==> config.mk <==
export PLATFORM = sky130hd
export DESIGN_NAME = cla_pipe_adder
export DESIGN_NICKNAME = d
export VERILOG_FILES = /design/src/rtl/cla_pipe_adder.sv
export SDC_FILE = /design/constraint.sdc
export NUM_CORES = 1
export LEC_CHECK = 0
export ABC_CLOCK_PERIOD_IN_PS = 4600
export BUFFER_PORTS_ARGS = -buffer_cell sky130_fd_sc_hd__buf_2
export CORE_MARGIN = 1.5
export CORE_UTILIZATION = 55
export CTS_BUF_LIST = sky130_fd_sc_hd__clkbuf_4 sky130_fd_sc_hd__clkbuf_8 sky130_fd_sc_hd__clkbuf_16
export DETAILED_ROUTE_END_ITERATION = 10
export HOLD_SLACK_MARGIN = 0.05
export PLACE_DENSITY = 0.77
export SLEW_MARGIN = 20
export SYNTH_ARGS = -nofsm -noshare
export SYNTH_HDL_FRONTEND = slang
export SYNTH_SLANG_ARGS = --single-unit
==> constraint.sdc <==
create_clock -name clk -period 4.6 [get_ports clk]
set_input_delay 0 -clock clk [delete_from_list [all_inputs] [get_ports clk]]
set_output_delay 0 -clock clk [all_outputs]
set_load 0.1 [all_outputs]
==> src/rtl/cla_pipe_adder.sv <==
// Pipelined carry-lookahead adder/subtractor with valid/ready handshake.
// WIDTH bits split into GROUP-bit lookahead groups, one pipeline stage per group.
// The carry is registered between stages. Operand and sum skew registers carry the
// partial result forward. A single global stall freezes every stage.
// Optional macro CLA_SAT_EN: on signed overflow the last stage saturates sum.
module cla_pipe_adder #(
    parameter int unsigned WIDTH = 16,
    parameter int unsigned GROUP = 4
) (
    input  logic             clk,
    input  logic             rst_n,
    input  logic             in_valid,
    output logic             in_ready,
    input  logic [WIDTH-1:0] a,
    input  logic [WIDTH-1:0] b,
    input  logic             cin,
    input  logic             sub,
    output logic             out_valid,
    input  logic             out_ready,
    output logic [WIDTH-1:0] sum,
    output logic             cout,
    output logic             ovf
);

    localparam int unsigned NSTAGES = WIDTH / GROUP;
    localparam int unsigned LAST    = NSTAGES - 1;

    // Group carries as sum-of-products of p/g and the group carry-in (no rippling).
    function automatic logic [GROUP:0] lookahead(input logic [GROUP-1:0] p,
                                                 input logic [GROUP-1:0] g,
                                                 input logic             c0);
        logic [GROUP:0] c;
        logic           term;
        logic           prod;
        c    = '0;
        c[0] = c0;
        for (int i = 0; i < int'(GROUP); i++) begin
            term = g[i];
            prod = p[i];
            for (int j = i - 1; j >= 0; j--) begin
                term = term | (g[j] & prod);
                prod = prod & p[j];
            end
            c[i+1] = term | (prod & c0);
        end
        return c;
    endfunction

    // Per-stage registers: valid, operands, partial sum, carry out of the stage.
    logic [NSTAGES-1:0]            v_q;
    logic [NSTAGES-1:0][WIDTH-1:0] a_q;
    logic [NSTAGES-1:0][WIDTH-1:0] b_q;
    logic [NSTAGES-1:0][WIDTH-1:0] s_q;
    logic [NSTAGES-1:0]            c_q;
    logic                          ovf_q;

    // Stage inputs (stage 0 reads the ports) and computed next values.
    logic [NSTAGES-1:0]            stage_v;
    logic [NSTAGES-1:0][WIDTH-1:0] stage_a;
    logic [NSTAGES-1:0][WIDTH-1:0] stage_b;
    logic [NSTAGES-1:0][WIDTH-1:0] stage_s;
    logic [NSTAGES-1:0]            stage_c;
    logic [NSTAGES-1:0][WIDTH-1:0] s_d;
    logic [NSTAGES-1:0]            c_d;
    logic [GROUP-1:0]              grp_p;
    logic [GROUP-1:0]              grp_g;
    logic [GROUP:0]                grp_c;
    logic                          cmsb;
    logic                          ovf_d;

    assign in_ready  = !out_valid || out_ready;
    assign out_valid = v_q[LAST];
    assign sum       = s_q[LAST];
    assign cout      = c_q[LAST];
    assign ovf       = ovf_q;

    // Stage inputs, per-group lookahead sums and the final overflow/saturation.
    always_comb begin
        stage_v = '0;
        stage_a = '0;
        stage_b = '0;
        stage_s = '0;
        stage_c = '0;
        s_d     = '0;
        c_d     = '0;
        grp_p   = '0;
        grp_g   = '0;
        grp_c   = '0;
        cmsb    = 1'b0;

        stage_v[0] = in_valid;
        stage_a[0] = a;
        stage_b[0] = sub ? ~b : b;
        stage_c[0] = sub ? 1'b1 : cin;
        for (int k = 1; k < int'(NSTAGES); k++) begin
            stage_v[k] = v_q[k-1];
            stage_a[k] = a_q[k-1];
            stage_b[k] = b_q[k-1];
            stage_s[k] = s_q[k-1];
            stage_c[k] = c_q[k-1];
        end

        for (int k = 0; k < int'(NSTAGES); k++) begin
            grp_p  = stage_a[k][k*GROUP +: GROUP] ^ stage_b[k][k*GROUP +: GROUP];
            grp_g  = stage_a[k][k*GROUP +: GROUP] & stage_b[k][k*GROUP +: GROUP];
            grp_c  = lookahead(grp_p, grp_g, stage_c[k]);
            s_d[k] = stage_s[k];
            s_d[k][k*GROUP +: GROUP] = grp_p ^ grp_c[GROUP-1:0];
            c_d[k] = grp_c[GROUP];
            if (k == int'(LAST)) begin
                cmsb = grp_c[GROUP-1];
            end
        end

        ovf_d = cmsb ^ c_d[LAST];
`ifdef CLA_SAT_EN
        if (ovf_d) begin
            s_d[LAST] = stage_a[LAST][WIDTH-1] ? {1'b1, {(WIDTH-1){1'b0}}}
                                               : {1'b0, {(WIDTH-1){1'b1}}};
        end
`endif
    end

    // Operands of the final stage are not needed downstream.
    logic unused_skew;
    assign unused_skew = ^{a_q[LAST], b_q[LAST]};

    // Pipeline registers: all stages advance together, or all hold on a stall.
    always_ff @(posedge clk or negedge rst_n) begin
        if (!rst_n) begin
            v_q   <= '0;
            a_q   <= '0;
            b_q   <= '0;
            s_q   <= '0;
            c_q   <= '0;
            ovf_q <= 1'b0;
        end else if (in_ready) begin
            v_q   <= stage_v;
            a_q   <= stage_a;
            b_q   <= stage_b;
            s_q   <= s_d;
            c_q   <= c_d;
            ovf_q <= ovf_d;
        end
    end

endmodule

# After elaboration in Yosys (flattened, before gate mapping)
# Cells that the tools add are included.
[totals] out_inout_bits=20 regBits=145
[classes] muxes=2 n_bitwise=118 n_reduce_logical=2
[op_table] cell="bitwise AND 1 bit" n=64
[op_table] cell="bitwise OR 1 bit" n=40
[op_table] cell="bitwise XOR 4 bit" n=8
[op_table] cell="bitwise AND 4 bit" n=4
[op_table] cell="2-to-1 mux 16 bit" n=1
[op_table] cell="NOT 16 bit" n=1
[op_table] cell="zero test 1 bit" n=1
[op_table] cell="logical OR 1 bit" n=1
[op_table] cell="2-to-1 mux 1 bit" n=1
[op_table] cell="bitwise XOR 1 bit" n=1

# Depth between registers and ports, before layout
[depth] word_depth=8 ltp_mapped=8

# Least setup slack after synthesis
# No wires, ideal clock.
[synth_timing] path_type="register to register" startpoint="register v_q[3]" endpoint="register s_q, in the netlist s_d[16]" arrival_time_ns=2.264 setup_time_ns=0.178 path_stages_with_launch=5 t_required_ns=4.422 setup_slack_ns=2.158 path_cell_list="dfrtp_1 -> nor2b_1 -> inv_1 -> clkbuf_1 -> a21oi_1"
[synth_between] elab_chain_len=2
[synth_rtl] item="start, declared" line_no="50" rtl="logic [NSTAGES-1:0] v_q;"
[synth_rtl] item="start signal, assigned" line_no="138" rtl="v_q <= stage_v;"
[synth_rtl] item="zero test 1 bit" line_no="71" rtl="assign in_ready = !out_valid || out_ready;"
[synth_rtl] item="logical OR 1 bit" line_no="71"
[synth_rtl] item="via in_ready" line_no="13" rtl="output logic in_ready,"
[synth_rtl] item="end signal, assigned" line_no="134" rtl="s_q <= '0;"
[synth_rtl] item="end signal, assigned" line_no="141" rtl="s_q <= s_d;"
[synth_rtl] item="end, declared" line_no="53" rtl="logic [NSTAGES-1:0][WIDTH-1:0] s_q;"
# The timed path passes the listed nets, and every way through them passes these cells.
# A chain may end at the register's enable or synchronous reset.

# Worst setup path after layout
[layout_timing] startpoint="register v_q[3]" endpoint="output in_ready"
[layout_between] elab_chain_len=2
[layout_rtl] item="zero test 1 bit" line_no="71"
[layout_rtl] item="logical OR 1 bit" line_no="71"
[layout_rtl] item="end, declared" line_no="13"
# Every way passes these cells.

==> impl_metrics.ini <==
[global_routing]
grt_pass1_wl_mm = 14.13
grt_pass1_vias = 3223
grt-ovfl-total = 0
track_usage_pct = 21.39
grt_start_max_net_pins = 111
antenna_found_initial = 0

[pwr]
power.internal_uw = 1927
switching_share_pct = 47.06
clock_power_share_pct = 14.0
p_switching_uw = 1713
power_frac_comb_pct = 46.6
peakVddDrop_uv = 584.1
seqPwrFrac_pct = 39.4
power_leakage_uw = 0.002598
p_total_uw = 3640
powerDensity_nw_per_um2 = 722.0

[timing]
clock_skew_ps = 8.390
tns_ps = 0
setup_viol = 0
hold_viol = 0
worst_pin_slew_ps = 993.9
max_freq_mhz = 417.0
slew_violations = 0
fin_crit_sh_pct = 52.14
relSlewSlack_pct = 33.74
rsz0062_at_grt = false
post-route-min-period_ps = 2398

[clock_tree]
cts_sinks = 97
cts_buffers = 9
cts_buffer_depth = 2
root_buffer = clkbuf_8
postCtsResizedCells = 0
htreeDepth = 3
clk_pin_slew_ps = 90
cts_tree = done
insertion_delay_ps = 360

[placement]
gp_congestion = 0.7809
dp_hpwl_mm = 4.954
io_buffers = 57

[worst_setup_path]
r2r_setup_slack_ps = 2600
worst_ep_required_time_ps = 4600
arrival_ps = 2400
startpoint_type = flip-flop
crit_fanout = 48
critPathCaptureType = primary output
path_class = flip-flop to primary output

[final_layout]
seq_area_um2 = 2427
layout_common_cells = nand2_1, dfrtp_1, buf_2
multi_input_area_um2 = 1714
area_growth_pct = 18.22
final_common_cell = nand2_1
drive_gt1_share_pct = 14.90
fill_cells = 590
layout.nets = 590
fin_util_pct = 68.42

[synth]
synthesis.nets = 516
synth_cells = 458
ys_ff_latch = 97
syn_area_um2 = 4265
ys_seq_area_share_pct = 56.91
synth_edf_count = 0
yosys_warnings = 0
synth_area_per_cell_um2 = 9.313
synth_ff_type = dfrtp_1
synth-async-reset-ratio_pct = 100.0
synth_top_area_share_pct = 56.91
synth_top_area_cell = dfrtp_1
synthTopCellsByArea = dfrtp_1, nand2_1, ha_1, o21ai_0, xnor2_1
synth.distinct_cells = 27

[run]
drv_cap = 0

[drt]
antenna_left = 0
drt_iter0_drc = 139
drc = 0
via_per_inst = 4.948
first_pass_iters = 4
via_count = 3152
wl_per_cell_um = 12.45
wl_mm = 7.930

[floorplanning]
pin_count = 58
rows = 31
initial_core_util_pct = 57.88
die_h_um = 91.07
core-area_um2 = 7370
die-area_um2 = 8293
chipWidth_um = 91.07

[outcome]
outcome = finished, final reports clean

[min_path]
hold_class = input pin to flip-flop
-- final timing paths --
| kind | cells past startpoint | start | endpoint |
|---|---|---|---|
| min | 4 | a[0] | s_d[16]$_DFFE_PN0P_ |
| min in group asynchronous | 2 | rst_n | a_q[9]$_DFFE_PN0P_ |
| max | 4 | v_q[3]$_DFFE_PN0P_ | in_ready |
| min reg2reg | 2 | sum[11]$_DFFE_PN0P_ | sum[11]$_DFFE_PN0P_ |
| max reg2reg | 5 | v_q[3]$_DFFE_PN0P_ | sum[14]$_DFFE_PN0P_ |
| max in group asynchronous | 3 | rst_n | a_q[47]$_DFFE_PN0P_ |
-- worst max-delay path, cell delays in order, from the launching register on --
cell and delay, ps:
dfrtp_1 380, nor2b_4 130, inv_2 540, buf_4 470, buf_2 500
-- cell type report --
type                            instances  share of cell area (%)
Clock buffer                           12                   3.027
Antenna cell                            1                 0.04963
Tap cell                               99                   2.457
Timing Repair Buffer                   86                   11.32
Inverter                                6                  0.4466
Multi-Input combinational cell        332                   33.99
Clock inverter                          4                  0.5707
Sequential cell                        97                   48.14
-- power groups by stage --
stage          Sequential (uW)  Combinational (uW)  Clock (uW)
3_3_place_gp              1440                1630           0
3_5_place_dp              1450                1690           0
6_report                  1430                1700         511
2_1_floorplan             2000                 808           0
4_1_cts                   1440                1710         528
5_1_grt                   1490                1870         566
-- cells in the mapped netlist, types with 2 or more instances --
| master | instances |
|---|---|
| nor2_1 | 9 |
| xnor2_1 | 16 |
| buf_2 | 12 |
| inv_1 | 6 |
| clkbuf_1 | 8 |
| ha_1 | 16 |
| a211oi_1 | 6 |
| fa_1 | 4 |
| xor2_1 | 7 |
| o21ai_0 | 31 |
| nand2_1 | 218 |
| a21oi_1 | 9 |
| o21bai_1 | 3 |
| a21o_1 | 3 |
| buf_1 | 2 |
| dfrtp_1 | 97 |
-- cells by family after synthesis --
logic type | count (synthesis) | share of synthesized area, %
buffers and inverters | 29 | 3.080
AOI/OAI and AO/OA | 57 | 7.920
adders and majority gates | 20 | 6.571
xor gates and xnor gates | 23 | 4.723
DFF | 97 | 56.91
and+or+nand+nor | 231 | 20.56
muxes | 1 | 0.2347
-- layer usage --
metal | part of all wire (%) | global-route usage [%] | routed length [um] | vias to the layer above
met4 | 2.4 | 10.42 | 193 | 0
met3 | 3.2 | 3.601 | 255 | 19
met1 | 45 | 27.10 | 3559 | 1471
met5 | 0 | 0 | 0 | -
met2 | 49 | 35.57 | 3921 | 64
li1 | - | - | - | 1598
-- stage by stage --
step | hold WS [ps] | cell area [um^2] | cells | setup slack [ps]
final | 88.80 | 5042 | 637 | 2202
after global routing | 99.49 | 5040 | 636 | 2060
after CTS | 65.78 | 5040 | 636 | 2178
after detailed placement | -42.80 | 4598 | 594 | 2593
after global placement | -45.88 | 4598 | 594 | 2621
after floorplan | -295.6 | 4265 | 458 | 2158
-- timing repair --
action | CTS | global route
endpoints found under the setup margin | 0 | 0
buffers inserted | 0 | 0
hold buffers | 26 | 0
hold endpoints to repair | 57 | 0
-- flip-flops by register name, summed over array words and instances (netlist names) --
name,flops
a_q,24
b_q,24
c_q,4
ovf,1
s_d,24
sum,16
v_q,4
Power figures use the tool's default switching activity.
